**src/rtl/piezo_arbiter_pkg.sv**
```systemverilog
// nap_pkg: owner codes, state encoding and beat constants shared by the piezo arbiter.
package nap_pkg;
  localparam int BEAT_W = 13;
  localparam logic [BEAT_W-1:0] BEAT_MUTE = '0;
  typedef enum logic [1:0] {OWN_NONE = 2'd0, OWN_ALARM = 2'd1, OWN_LULL = 2'd2, OWN_BEEP = 2'd3} owner_t;
  typedef enum logic [2:0] {ST_IDLE, ST_GUARD, ST_ALARM, ST_LULL, ST_BEEP} state_t;
  function automatic state_t play_state(owner_t o);
    return o == OWN_ALARM ? ST_ALARM : o == OWN_LULL ? ST_LULL : o == OWN_BEEP ? ST_BEEP : ST_IDLE;
  endfunction
  function automatic owner_t owner_of(state_t s);
    return s == ST_ALARM ? OWN_ALARM : s == ST_LULL ? OWN_LULL : s == ST_BEEP ? OWN_BEEP : OWN_NONE;
  endfunction
endpackage

```
**src/rtl/piezo_arbiter_down_counter.sv**
```systemverilog
// arb_down_counter: loadable down counter that saturates at zero and flags it.
module arb_down_counter #(
  parameter int W = 4
) (
  input  logic         clk,
  input  logic         rst,
  input  logic         load,
  input  logic         en,
  input  logic [W-1:0] load_val,
  output logic         zero
);
  logic [W-1:0] count;
  always_ff @(posedge clk or negedge rst) begin
    if (!rst) count <= '0;
    else if (load) count <= load_val;
    else if (en && count != '0) count <= count - 1'b1;
  end
  assign zero = count == '0;
endmodule

```
**src/rtl/piezo_arbiter.sv**
```systemverilog
// piezo_arbiter: priority arbiter (alarm > key beep > lullaby) with a silent guard gap between owners.
module piezo_arbiter #(
  parameter int BEAT_W = 13,
  parameter logic [BEAT_W-1:0] KEY_TONE = BEAT_W'(1000),
  parameter int BEEP_CYCLES = 5000000,
  parameter int GUARD_CYCLES = 50000
) (
  input  logic              clk,
  input  logic              rst,
  input  logic              alarm_req,
  input  logic [BEAT_W-1:0] alarm_beat,
  input  logic              lull_req,
  input  logic [BEAT_W-1:0] lull_beat,
  input  logic              key_pulse,
  input  logic              mute,
  output logic [BEAT_W-1:0] play_sound,
  output logic [1:0]        grant,
  output logic              busy
);
  import nap_pkg::*;
  localparam int MAXC = BEEP_CYCLES > GUARD_CYCLES ? BEEP_CYCLES : GUARD_CYCLES;
  localparam int CW = MAXC > 1 ? $clog2(MAXC) : 1;
  state_t state, next_state;
  owner_t sel;
  logic pend, pend_next, guard_zero, beep_zero, guard_load, beep_load, retrig, enter_beep, silent;
  logic [BEAT_W-1:0] beat;
  always_comb begin
    sel = alarm_req ? OWN_ALARM : pend ? OWN_BEEP : lull_req ? OWN_LULL : OWN_NONE;
    retrig = state == ST_BEEP && key_pulse && !mute;
    next_state = state;
    case (state)
      ST_IDLE:  next_state = play_state(sel);
      ST_GUARD: next_state = guard_zero ? play_state(sel) : ST_GUARD;
      ST_ALARM: next_state = alarm_req ? ST_ALARM : ST_GUARD;
      ST_LULL:  next_state = (alarm_req || pend || !lull_req) ? ST_GUARD : ST_LULL;
      ST_BEEP:  next_state = (alarm_req || (beep_zero && !retrig)) ? ST_GUARD : ST_BEEP;
      default:  next_state = ST_IDLE;
    endcase
    enter_beep = next_state == ST_BEEP && state != ST_BEEP;
    guard_load = next_state == ST_GUARD && state != ST_GUARD;
    beep_load = enter_beep || retrig;
    // Pulses arriving with or during an alarm are dropped; retriggers inside a beep never queue.
    pend_next = (mute || enter_beep) ? 1'b0
              : (key_pulse && !alarm_req && state != ST_ALARM && state != ST_BEEP) ? 1'b1 : pend;
    beat = grant == OWN_ALARM ? alarm_beat : grant == OWN_LULL ? lull_beat
         : grant == OWN_BEEP ? KEY_TONE : BEAT_W'(BEAT_MUTE);
    silent = mute || next_state == ST_GUARD || next_state == ST_IDLE;
  end
  always_ff @(posedge clk or negedge rst) begin
    if (!rst) begin
      state <= ST_IDLE;
      pend <= 1'b0;
      grant <= OWN_NONE;
      busy <= 1'b0;
      play_sound <= '0;
    end else begin
      state <= next_state;
      pend <= pend_next;
      grant <= owner_of(next_state);
      busy <= next_state != ST_IDLE;
      play_sound <= silent ? BEAT_W'(BEAT_MUTE) : beat;
    end
  end
  arb_down_counter #(.W(CW)) u_guard (
    .clk(clk), .rst(rst), .load(guard_load), .en(state == ST_GUARD),
    .load_val(CW'(GUARD_CYCLES - 1)), .zero(guard_zero)
  );
  arb_down_counter #(.W(CW)) u_beep (
    .clk(clk), .rst(rst), .load(beep_load), .en(state == ST_BEEP),
    .load_val(CW'(BEEP_CYCLES - 1)), .zero(beep_zero)
  );
endmodule

```
**config.mk**
```make
export PLATFORM = sky130hd
export DESIGN_NAME = piezo_arbiter
export DESIGN_NICKNAME = d
export VERILOG_FILES = /design/src/rtl/piezo_arbiter_pkg.sv /design/src/rtl/piezo_arbiter_down_counter.sv /design/src/rtl/piezo_arbiter.sv
export SDC_FILE = /design/constraint.sdc
export NUM_CORES = 1
export LEC_CHECK = 0
export ABC_CLOCK_PERIOD_IN_PS = 3230
export BUFFER_PORTS_ARGS = -buffer_cell sky130_fd_sc_hd__buf_2
export CELL_PAD_IN_SITES_DETAIL_PLACEMENT = 0
export CELL_PAD_IN_SITES_GLOBAL_PLACEMENT = 1
export CORE_UTILIZATION = 35
export CTS_CLUSTER_SIZE = 30
export DETAILED_ROUTE_END_ITERATION = 10
export PLACE_DENSITY = 0.71
export RECOVER_POWER = 100
export SLEW_MARGIN = 20
export SYNTH_ARGS = -nofsm -noshare
export SYNTH_HDL_FRONTEND = slang
export SYNTH_HIERARCHICAL = 1
export SYNTH_SLANG_ARGS = --single-unit
export TNS_END_PERCENT = 50
```
**constraint.sdc**
```tcl
create_clock -name clk -period 3.23 [get_ports clk]
set_input_delay 0.8075 -clock clk [delete_from_list [all_inputs] [get_ports clk]]
set_output_delay 0.8075 -clock clk [all_outputs]
set_load 0.03 [all_outputs]
```
### Word-level counts from Yosys, hierarchy flattened

Cells that the tools add are included.

* latch bits: 0
* input bits: 32
* output and inout bits: 16
* memory bits (writable): 0
* memories: 0
* register bits: 66
* ROM bits: 0

* multiplexer cells: 24
* $add $sub $neg: 2
* shift-type cells: 0
* div/mod/pow operators: 0
* eq/ne operators: 17
* $lt $le $gt $ge: 0
* reductions and logical operators: 31
* bitwise logic cells: 0
* multipliers: 0

Operators with widths (number)
* $mux 23: 4
* $logic_not 23->1: 2
* $reduce_bool 23->1: 2
* $sub 23x1->23 const B: 2
* $mux 13: 3
* $mux 2: 8
* $mux 3: 5
* $pmux 3 s5: 1
* $eq 3x2->1 const B: 4
* $logic_and 1x1->1: 10
* $mux 10: 1
* $eq 2x2->1 const B: 4
* $logic_or 1x1->1: 7
* $eq 3x1->1 const B: 2
* $eq 3x3->1 const B: 2
* $logic_not 3->1: 2
* $reduce_bool 2->1: 3
* $eq 2x1->1 const B: 2
* $logic_not 1->1: 4
* $ne 3x1->1 const B: 1
* $ne 3x2->1 const B: 1
* $ne 3x3->1 const B: 1
* $reduce_bool 3->1: 1
* $mux 1: 2

### Depth between registers and ports, before layout

Gate-level depths: netlist of run 1.

* depth in word-level cells: 13
* mapped depth: 16
* mapped depth without buffers: 14

### Cells and area by module

Netlist of run 1, hierarchy kept.

Modules (own cells, without submodules)
* arb_down_counter: area an instance 1432.6 µm², instances 2, cells an instance 166
* piezo_arbiter: area an instance 1022.2 µm², instances 1, cells an instance 108

### Worst setup path before layout of run 1

No wires, ideal clock.

* path kind: register to register
* start point: reg u_guard.count[16]
* end point: reg u_guard.count[13]
* arrival: 3.055 ns
* clock period less this slack: 3.137 ns
* cell stages (with the launch flop): 16
* setup slack: 0.093 ns
* required time: 3.148 ns
* setup time: 0.082 ns
* cells stage by stage: dfrtp_1 > or4_4 > and4bb_2 > buf_6 > nand2_1 > inv_1 > nor2b_1 > or3_1 > o21a_1 > inv_1 > nor4_1 > clkbuf_1 > inv_1 > clkbuf_1 > nor2_1 > a31oi_1

* longest elaborated chain between the ends: 6

Ends and longest elaborated chain
* start, declared: RTL line piezo_arbiter_down_counter.sv:12 `logic [W-1:0] count;`
* start signal, assigned: RTL line piezo_arbiter_down_counter.sv:15 `else if (load) count <= load_val;`
* start signal, assigned: RTL line piezo_arbiter_down_counter.sv:16 `else if (en && count != '0) count <= count - 1'b1;`
* $logic_not 23->1 (*): RTL line piezo_arbiter_down_counter.sv:18 `assign zero = count == '0;`
* named net guard_zero: RTL line piezo_arbiter.sv:25 `logic pend, pend_next, guard_zero, beep_zero, guard_load, beep_load, retrig, enter_beep, silent;`
* $mux 3 (*): RTL line piezo_arbiter.sv:33 `ST_GUARD: next_state = guard_zero ? play_state(sel) : ST_GUARD;`
* $pmux 3 s5 (*): RTL line piezo_arbiter.sv:31 `case (state)`
* named net next_state[1]: RTL line piezo_arbiter.sv:23 `state_t state, next_state;`
* $eq 3x1->1 (*): RTL line piezo_arbiter.sv:40 `guard_load = next_state == ST_GUARD && state != ST_GUARD;`
* $logic_and 1x1->1 (*): RTL line piezo_arbiter.sv:40
* named net guard_load: RTL line piezo_arbiter.sv:25
* $mux 23 or $reduce_bool 2->1 (tied branches)

The timed path passes the listed nets; every way through them passes the cells marked *.
A chain may end at the register's enable or synchronous reset.

### Worst setup path in the final report of run 1

* start point: reg u_guard.count[0]
* end point: reg u_guard.count[15]

The elaborated chain is that of the path after synthesis.

==> results of run 1 <==
==> synthesized netlist by cell type (all sizes together), types with 2 or more instances <==
cell type and instances:
dfrtp 66, o21ai 53, nand2 49, nor2 39, inv 19, xnor2 18
a21oi 16, a31oi 15, clkbuf 15, nand3 14, or3 14, nand4 10
nor2b 10, nor4 10, a22oi 9, nor3 8, a21boi 6, buf 6
or4 6, nand2b 5, a211o 4, and4bb 4, nor4b 4, a21o 3
a311oi 3, ha 3, o22a 3, o31ai 3, or2 3, a2111oi 2
a31o 2, and3 2, conb 2, mux2 2, mux2i 2, nand4b 2
or3b 2
==> layout make-up <==
type | count | area (sq um) | area share
repair buffers | 66 | 338 | 0.0723
well taps | 140 | 175 | 0.0375
inverters | 19 | 71.3 | 0.0153
multi-input cells | 378 | 2230 | 0.478
clock buffers | 10 | 138 | 0.0295
clock inverters | 6 | 66.3 | 0.0142
flip-flops and latches | 66 | 1650 | 0.353
==> power breakdown <==
group	total [W]	internal [W]	leakage (nW)	switching [W]
Combinational	0.00121	0.000544	1.01	0.000670
Clock	0.000727	0.000377	0.0945	0.000351
Sequential	0.00144	0.00112	0.772	0.000321
Total	0.00338	0.00204	1.88	0.00134
==> cells by family (layout without fill, tap and decap cells) <==
group,count (synthesis),count (layout),share of synthesized area
simple gates,186,186,0.271
compound gates,121,121,0.194
flops,66,66,0.425
buf+inv,40,101,0.0470
xor+xnor,18,18,0.0406
mux,4,4,0.0109
fa+ha+maj,3,3,0.00966
other cells,2,46,0.00193
==> repair_timing <==
item,4_1_cts,5_1_grt
buffers inserted,0,1
resized for setup,0,5
hold buffers,0,0
endpoints found under the setup margin,0,15
==> sequential cells by signal, summed over array words and instances (netlist names) <==
signal / flops
u_beep/count: 23
u_guard/count: 23
play_sound: 13
state: 3
grant: 2
busy: 1
pend: 1
==> how the worst max path moves through the flow <==
stage / cells after the start / slack, ps / endpoint / start
after floorplan: 15 / 90 / u_guard/count[13]$_DFFE_PN0P_ / u_guard/count[16]$_DFFE_PN0P_
after global placement: 11 / 200 / u_guard/count[17]$_DFFE_PN0P_ / u_beep/count[19]$_DFFE_PN0P_
after detailed placement: 13 / 110 / u_guard/count[17]$_DFFE_PN0P_ / u_beep/count[0]$_DFFE_PN0P_
after CTS: 13 / 120 / u_guard/count[17]$_DFFE_PN0P_ / u_beep/count[0]$_DFFE_PN0P_
after global routing: 12 / 20 / u_guard/count[3]$_DFFE_PN0P_ / u_beep/count[0]$_DFFE_PN0P_
final: 13 / 230 / u_guard/count[15]$_DFFE_PN0P_ / u_guard/count[0]$_DFFE_PN0P_
==> worst max-delay path: stages (launching register included) <==
cell and delay (ps):
dfrtp_1 410, inv_1 70, ha_1 170, or3b_2 490, nor4_4 180, nand2_2 110, inv_1 70, nor2b_1 70
or3_1 330, o21a_1 210, inv_1 130, nor4_4 80, or4_1 530, nand4_1 80
==> per-layer routing <==
| metal | track usage | up-vias |
|---|---|---|
| met5 | 0 | - |
| met4 | 0.0851 | 0 |
| met3 | 0.0357 | 14 |
| met2 | 0.268 | 65 |
| met1 | 0.227 | 1569 |
| li1 | - | 1737 |
==> cells in the final DEF, fill, tap and decap left out, types with 3 or more instances in the layout <==
cell,n
dfrtp_1,66
nand2_1,48
conb_1,46
o21ai_0,45
nor2_1,39
buf_2,30
clkbuf_1,20
inv_1,18
xnor2_1,18
a31oi_1,15
a21oi_1,14
or3_1,14
nand3_1,14
buf_4,12
nor2b_1,10
clkbuf_8,10
nand4_1,10
a22oi_1,9
nor3_1,8
o21ai_1,7
nor4_1,6
nand2b_1,5
or4_4,4
and4bb_2,4
a211o_1,4
a21boi_1,4
nor4b_2,4
o22a_1,3
a21o_1,3
or2_2,3
nor4_4,3
a311oi_1,3
ha_1,3
clkinvlp_4,3
clkbuf_2,3
==> metrics by stage <==
stage	cell area, sq um	setup WS (ps)	instances
floorplan	4050	93.3	484
global placement	4510	202	668
detailed placement	4510	111	668
CTS	4710	116	684
global route	4670	19.3	685
finish	4670	230	685
==> run summary, run 1 <==
crit share post-route -> 0.929
routed length on met3 -> 371 um
hold path endpoint -> u_beep/count[9]$_DFFE_PN0P_
Final Skew -> 9.54 ps
slew of the pin with the lowest slew margin -> 1800 ps
CTS tree -> done
Rel. slew slack -> -0.197
antenna-violating nets left -> 0
DRT met1 WL -> 4.43 mm
I/O Pins -> 48
share of layout cells above drive strength 1 -> 0.167
routability cong. -> 0.823
cell count after synthesis -> 440
Clock Latency Late Sink -> 360 ps
CTS Buf Count -> 9
largest net degree at the start of global routing -> 36
Mapped Area -> 3890 sq um
global-route wire length before repair -> 15.5 mm
Layout area overhead -> 20.2%
antenna violations before repair -> 0
post-DP HPWL -> 6.46 mm
Critical Path RT -> 3530 ps
Max VDD drop -> 0.354 mV
Slew Limit Fails -> 33
initial core utilization -> 0.359
Layout Nets -> 575
per-cell routed wire length -> 13.0 um
Die Span X -> 107 um
gr ovfl total -> 0
Core Util, Final -> 0.431
Fin Hold WS -> 588 ps
worst endpoint data arrival time -> 3300 ps
Clock Pin Slew Worst Setup and Hold Paths -> 80 ps
status -> finished with violations
Via-to-Cell Ratio -> 4.94
die area -> 11500 sq um
Cell variety after synth -> 51
FP Rows -> 38
pwr/cell area -> 723 nW/um^2
final hold vios -> 0
total power -> 0.00338 W
WHS Path Cells -> 2
Final Setup Violations -> 0
Vias -> 3385
sequential cell area fraction in the yosys report -> 0.425
Seq cells post-synth -> 66
metal2 WL -> 3.94 mm
Synth area leader -> dfrtp_1
Leak -> 1.88 nW
final wirelength -> 8.93 mm
Synth async-reset ratio -> 1.00
CTS Root Cell -> clkbuf_8
drt drc -> 0
Worst setup EP type -> register
vias in the first global route -> 3300
Crit Path Class -> reg2reg
max layer used -> met4
RSZ-0062 raised after global routing -> false
RR Endpoint -> u_guard/count[15]$_DFFE_PN0P_
clk sink count -> 66
failing checks -> capacitance limit, slew limit
Top FF cell, synth -> dfrtp_1
Syn. warnings -> 6
First-pass DRT Iterations -> 4
hold_sp -> u_beep/count[9]$_DFFE_PN0P_
Core ar. -> 10800 sq um
R2R depth -> 13
fill cell count -> 1091
synth top area cells -> dfrtp_1 42%, o21ai_0 5.4%, nand2_1 4.7%
Post-synth EDFFs -> 0
IO Port Bufs -> 47
critical path launch point type -> register
reg-to-reg startpoint -> u_guard/count[0]$_DFFE_PN0P_
all-layer global routing usage -> 0.172
Fmax -> 0.333 GHz
hold crit path type -> reg2reg
Min Clock Period, post-route -> 3000 ps
reg2reg setup slack -> 230 ps
Synth top area share -> 0.425
H-tree depth -> 3
die height -> 107 um
MaxCap Viol Count -> 1
synthesized area per cell -> 8.84 sq um
ANT cells -> 0
Starting DRT DRC Count -> 185
CTS max path bufs -> 2
final setup TNS -> 0 ps
critical path fanouts, max -> 4
(Power assumes the default switching activity.)
==> run 2, diff against run 1 <==
--- a/config.mk
+++ b/config.mk
@@ -5,14 +5,14 @@
 export SDC_FILE = /design/constraint.sdc
 export NUM_CORES = 1
 export LEC_CHECK = 0
-export ABC_CLOCK_PERIOD_IN_PS = 3230
+export ABC_CLOCK_PERIOD_IN_PS = 3850
 export BUFFER_PORTS_ARGS = -buffer_cell sky130_fd_sc_hd__buf_2
 export CELL_PAD_IN_SITES_DETAIL_PLACEMENT = 0
 export CELL_PAD_IN_SITES_GLOBAL_PLACEMENT = 1
 export CORE_UTILIZATION = 35
 export CTS_CLUSTER_SIZE = 30
 export DETAILED_ROUTE_END_ITERATION = 10
-export PLACE_DENSITY = 0.71
+export PLACE_DENSITY = 0.69
 export RECOVER_POWER = 100
 export SLEW_MARGIN = 20
 export SYNTH_ARGS = -nofsm -noshare
==> constraint.sdc (replaced) <==
create_clock -name clk -period 3.85 [get_ports clk]
set_input_delay 0.9625 -clock clk [delete_from_list [all_inputs] [get_ports clk]]
set_output_delay 0.9625 -clock clk [all_outputs]
set_load 0.03 [all_outputs]
==> run 2 against run 1 <==
The run still ends with capacitance limit, slew limit left; cell area is 2.9% lower; clock skew shrank 2.6 ps; register-to-register slack gained 230 ps; global-route usage fell by 0.30 points; fmax is 12% lower; non-clock buffer count decreased by 10; critical path type unchanged; largest power group unchanged.
==> run summary, run 2 (synthesis results as in run 1) <==
post-CTS setup buffer count -> 0
# hold bufs at CTS -> 0
gr ovfl total -> 0
total power -> 0.00269 W
pwr/cell area -> 592 nW/um^2
antenna-violating nets left -> 0
critical path launch point type -> register
RSZ-0062 raised after global routing -> false
CTS max path bufs -> 2
final wirelength -> 8.95 mm
Die Span X -> 107 um
MaxCap Viol Count -> 1
crit share post-route -> 0.881
I/O Pins -> 48
Layout Nets -> 565
area of the multi-input gates -> 2210 sq um
Slew Limit Fails -> 67
share of layout cells above drive strength 1 -> 0.141
Layout area overhead -> 16.8%
most frequent cells in the layout -> 66 x dfrtp_1, 49 x nand2_1, 47 x o21ai_0
CTS tree -> done
per-cell routed wire length -> 13.3 um
IO Port Bufs -> 47
die area -> 11500 sq um
Clock Pin Slew Worst Setup and Hold Paths -> 70 ps
clk sink count -> 66
Worst setup EP type -> register
Final Setup Violations -> 0
antenna violations before repair -> 0
post-CTS sizing -> 0
all-layer global routing usage -> 0.169
drt drc -> 0
CTS Root Cell -> clkbuf_8
Starting DRT DRC Count -> 178
final setup TNS -> 0 ps
Final Skew -> 6.90 ps
slew of the pin with the lowest slew margin -> 1710 ps
routability cong. -> 0.781
sequential power share -> 0.451
Leak -> 1.82 nW
combinational share of power -> 0.363
failing checks -> capacitance limit, slew limit
Crit Path Class -> reg2reg
initial core utilization -> 0.359
H-tree depth -> 3
Core ar. -> 10800 sq um
Rel. slew slack -> -0.139
biggest regs -> u_beep/count (23), u_guard/count (23), play_sound (13)
Min Clock Period, post-route -> 3390 ps
fill cell count -> 1112
FF+latch area -> 1650 sq um
Clock Latency Late Sink -> 350 ps
Max VDD drop -> 0.251 mV
global-route wire length before repair -> 15.2 mm
Via-to-Cell Ratio -> 4.96
worst endpoint data arrival time -> 3630 ps
die height -> 107 um
R2R depth -> 13
FP Rows -> 38
First-pass DRT Iterations -> 4
Fmax -> 0.295 GHz
switching power -> 0.00108 W
met3 usage in global routing -> 0.0357
post-DP HPWL -> 6.23 mm
critical path fanouts, max -> 14
vias in the first global route -> 3159
busiest layer in global routing -> met2
status -> finished with violations
ANT cells -> 0
hold crit path type -> reg2reg
Vias -> 3336
largest net degree at the start of global routing -> 67
GR Layer Usage met1 -> 0.215
grt met2 use -> 0.275
WHS Path Cells -> 2
CTS Buf Count -> 9
commonest non-fill, non-tap cell in the layout -> dfrtp_1
final hold vios -> 0
Critical Path RT -> 4090 ps
Clk pwr share -> 0.186
Sw Ratio -> 0.401
cell-internal power -> 0.00161 W
run 2: changes by cell type in the layout (fill, tap and decap cells not counted), sizes merged:
cell / change
clkinv: -2
clkbuf: -2
clkinvlp: -3
buf: -4
bufinv: -1
run 2: worst max-delay path, stage by stage (launching register included):
cell and delay (ps):
dfrtp_1 410, inv_1 70, ha_1 170, or3b_2 490, nor4_4 240, nand2_1 150, inv_1 70, nor2b_1 60
or3_1 330, o21a_1 260, nand3_1 130, o21ai_2 110, inv_1 370, mux2_2 390
run 2: power by group through the flow:
stage | clock, W | sequential, W | combinational (W)
after floorplan | 0 | 0.00116 | 0.000785
final | 0.000501 | 0.00121 | 0.000977
after CTS | 0.000526 | 0.00121 | 0.00101
after detailed placement | 0 | 0.00122 | 0.00101
after global routing | 0.000555 | 0.00125 | 0.00112
after global placement | 0 | 0.00121 | 0.000984
run 2: final timing paths:
path                                            endpoint  slack, ps                     startpoint
min in group asynchronous        play_sound[7]$_DFF_PN0_       1110                            rst
max in group asynchronous  u_guard/count[11]$_DFFE_PN0P_       1690                            rst
setup reg to reg            u_beep/count[22]$_DFFE_PN0P_        460   u_guard/count[0]$_DFFE_PN0P_
hold / removal             u_guard/count[16]$_DFFE_PN0P_        590  u_guard/count[16]$_DFFE_PN0P_
hold reg to reg            u_guard/count[16]$_DFFE_PN0P_        590  u_guard/count[16]$_DFFE_PN0P_
setup / recovery            u_beep/count[22]$_DFFE_PN0P_        460   u_guard/count[0]$_DFFE_PN0P_
run 2: layout make-up:
cell class,instances,area share
clock buffers,14,0.0336
inverters,19,0.0157
multi-input cells,378,0.487
flip-flops and latches,66,0.364
well taps,140,0.0386
repair buffers,56,0.0612
run 2: per-layer routing:
metal | part of all wire | vias to the layer above
met2 | 0.45 | 61
met5 | 0 | -
met1 | 0.49 | 1545
li1 | - | 1715
met4 | 0.020 | 0
met3 | 0.035 | 15
run 2: per-stage QoR:
stage	utilization	cell area, sq um	std cells	worst slack (ps)	hold WS (ps)
after floorplan	-	4050	484	713	541
after global placement	0.409	4430	659	569	576
after detailed placement	0.409	4430	659	476	579
after CTS	0.423	4580	673	463	594
after global routing	0.419	4540	673	164	641
final	0.419	4540	673	457	585
==> run 3, diff against run 2 <==
--- a/config.mk
+++ b/config.mk
@@ -12,7 +12,7 @@
 export CORE_UTILIZATION = 35
 export CTS_CLUSTER_SIZE = 30
 export DETAILED_ROUTE_END_ITERATION = 10
-export PLACE_DENSITY = 0.69
+export PLACE_DENSITY = 0.63
 export RECOVER_POWER = 100
 export SLEW_MARGIN = 20
 export SYNTH_ARGS = -nofsm -noshare
==> run 3 against run 2 <==
The run still ends with capacitance limit, slew limit left; critical path type unchanged; final cell count up 0.15%; worst setup slack worse by 78 ps; sequential share of layout area down 0.21 points; clock power up 8.4%; register-to-register slack worse by 80 ps; non-clock buffer count up 1; global-route usage up 0.41 points; critical path depth up 1; cell area up 0.58%.
==> run summary, run 3 (synthesis results as in run 1) <==
crit share post-route -> 0.901
largest net degree at the start of global routing -> 67
IO Port Bufs -> 47
vias in the first global route -> 3149
post-route insts no fill -> 674
Layout Nets -> 566
antenna-violating nets left -> 0
worst slack at placement -> 466 ps
gr ovfl total -> 0
Leak -> 1.83 nW
DP Cell Count -> 660
Worst Path Buf+Inv -> 3
critical path launch point type -> register
commonest non-fill, non-tap cell in the layout -> dfrtp_1
final setup TNS -> 0 ps
# hold bufs at CTS -> 0
Crit Path Class -> reg2reg
Layout area overhead -> 17.4%
Min Clock Period, post-route -> 3470 ps
final hold vios -> 0
drt drc -> 0
status -> finished with violations
global-route wire length before repair -> 15.5 mm
Core ar. -> 10800 sq um
share of layout cells above drive strength 1 -> 0.148
post-DP HPWL -> 6.32 mm
total power -> 0.00273 W
MaxCap Viol Count -> 1
critical path's top delay family -> simple AND/OR/NAND/NOR gates
Rel. slew slack -> -0.143
hold crit path type -> reg2reg
all-layer global routing usage -> 0.173
worst endpoint data arrival time -> 3750 ps
Vias -> 3351
routability cong. -> 0.765
Critical Path RT -> 4130 ps
pwr/cell area -> 598 nW/um^2
die area -> 11500 sq um
Clock Pin Slew Worst Setup and Hold Paths -> 70 ps
slowest CP cell -> or4_1
Final Setup Violations -> 0
Slew Limit Fails -> 67
Starting DRT DRC Count -> 197
Worst setup EP type -> register
Fin Hold WS -> 585 ps
slew of the pin with the lowest slew margin -> 1710 ps
First-pass DRT Iterations -> 4
CTS max path bufs -> 2
clk sink count -> 66
H-tree depth -> 3
antenna violations before repair -> 0
biggest regs -> u_beep/count (23), u_guard/count (23), play_sound (13)
I/O Pins -> 48
CTS Buf Count -> 9
Die Span X -> 107 um
CTS tree -> done
final wirelength -> 9.15 mm
Worst path most repeated cell -> inv_1
FP Rows -> 38
Clock Latency Late Sink -> 360 ps
CP cell instances -> inv_1 -> ha_1 -> or3b_2 -> nor4_4 -> nand2_1 -> inv_1 -> nor2b_1 -> or3_1 -> o21a_1 -> nand3_1 -> o21ai_2 -> clkbuf_1 -> or4_1 -> nand4_1
Fmax -> 0.288 GHz
Via-to-Cell Ratio -> 4.97
CP peak stage delay -> 560 ps
initial core utilization -> 0.359
ANT cells -> 0
CTS Root Cell -> clkbuf_8
failing checks -> capacitance limit, slew limit
die height -> 107 um
per-cell routed wire length -> 13.6 um
Max VDD drop -> 0.270 mV
post-CTS setup buffer count -> 0
final worst setup slack -> 380 ps
RSZ-0062 raised after global routing -> false
post-CTS sizing -> 0
Final Skew -> 16.4 ps
most frequent cells in the layout -> 66 x dfrtp_1, 49 x nand2_1, 48 x o21ai_0
critical path fanouts, max -> 11
-- run 3: cell count changes in the layout (fill, tap and decap cells not counted), sizes merged --
cell,delta
buf,-1
clkinv,+1
clkinvlp,+1
-- run 3: final timing paths --
kind | cells after the start | slack, ps | to | from
min | 2 | 590 | u_guard/count[9]$_DFFE_PN0P_ | u_guard/count[9]$_DFFE_PN0P_
max | 14 | 380 | u_beep/count[15]$_DFFE_PN0P_ | u_guard/count[0]$_DFFE_PN0P_
min reg2reg | 2 | 590 | u_guard/count[9]$_DFFE_PN0P_ | u_guard/count[9]$_DFFE_PN0P_
min in group asynchronous | 2 | 1110 | play_sound[1]$_DFF_PN0_ | rst
max reg2reg | 14 | 380 | u_beep/count[15]$_DFFE_PN0P_ | u_guard/count[0]$_DFFE_PN0P_
max in group asynchronous | 2 | 1670 | u_beep/count[16]$_DFFE_PN0P_ | rst
-- run 3: final cells by class --
cell class | instances | area, sq um
clock buffer | 12 | 165
fill | 1116 | 6270
clock inverter | 2 | 12.5
multi-input combinational | 378 | 2210
inverter | 19 | 71.3
sequential | 66 | 1650
timing repair buffer | 57 | 279
tap | 140 | 175
-- run 3: metal layers --
metal | routed length, um | up-vias | global-route usage | part of all wire
met3 | 425 | 12 | 0.0442 | 0.046
met4 | 152 | 0 | 0.0577 | 0.017
met2 | 4060 | 69 | 0.271 | 0.44
li1 | - | 1719 | - | -
met5 | 0 | - | 0 | 0
met1 | 4510 | 1551 | 0.233 | 0.49
-- run 3: worst register-to-register path: stages, from the launching register on --
cell and delay [ps]:
dfrtp_1 410, inv_1 70, ha_1 170, or3b_2 490, nor4_4 240, nand2_1 160
inv_1 80, nor2b_1 60, or3_1 330, o21a_1 260, nand3_1 130, o21ai_2 120
clkbuf_1 240, or4_1 560, nand4_1 90
-- run 3: through the flow --
stage	cell area, sq um	util
3_5_place_dp	4440	0.409
6_report	4570	0.421
4_1_cts	4610	0.426
2_1_floorplan	4050	-
3_3_place_gp	4440	0.409
5_1_grt	4570	0.421
-- run 3: power by group --
part / leakage [nW] / switching, W / internal [W]
Combinational: 0.968 / 0.000550 / 0.000426
Clock: 0.0903 / 0.000264 / 0.000278
Sequential: 0.772 / 0.000270 / 0.000939
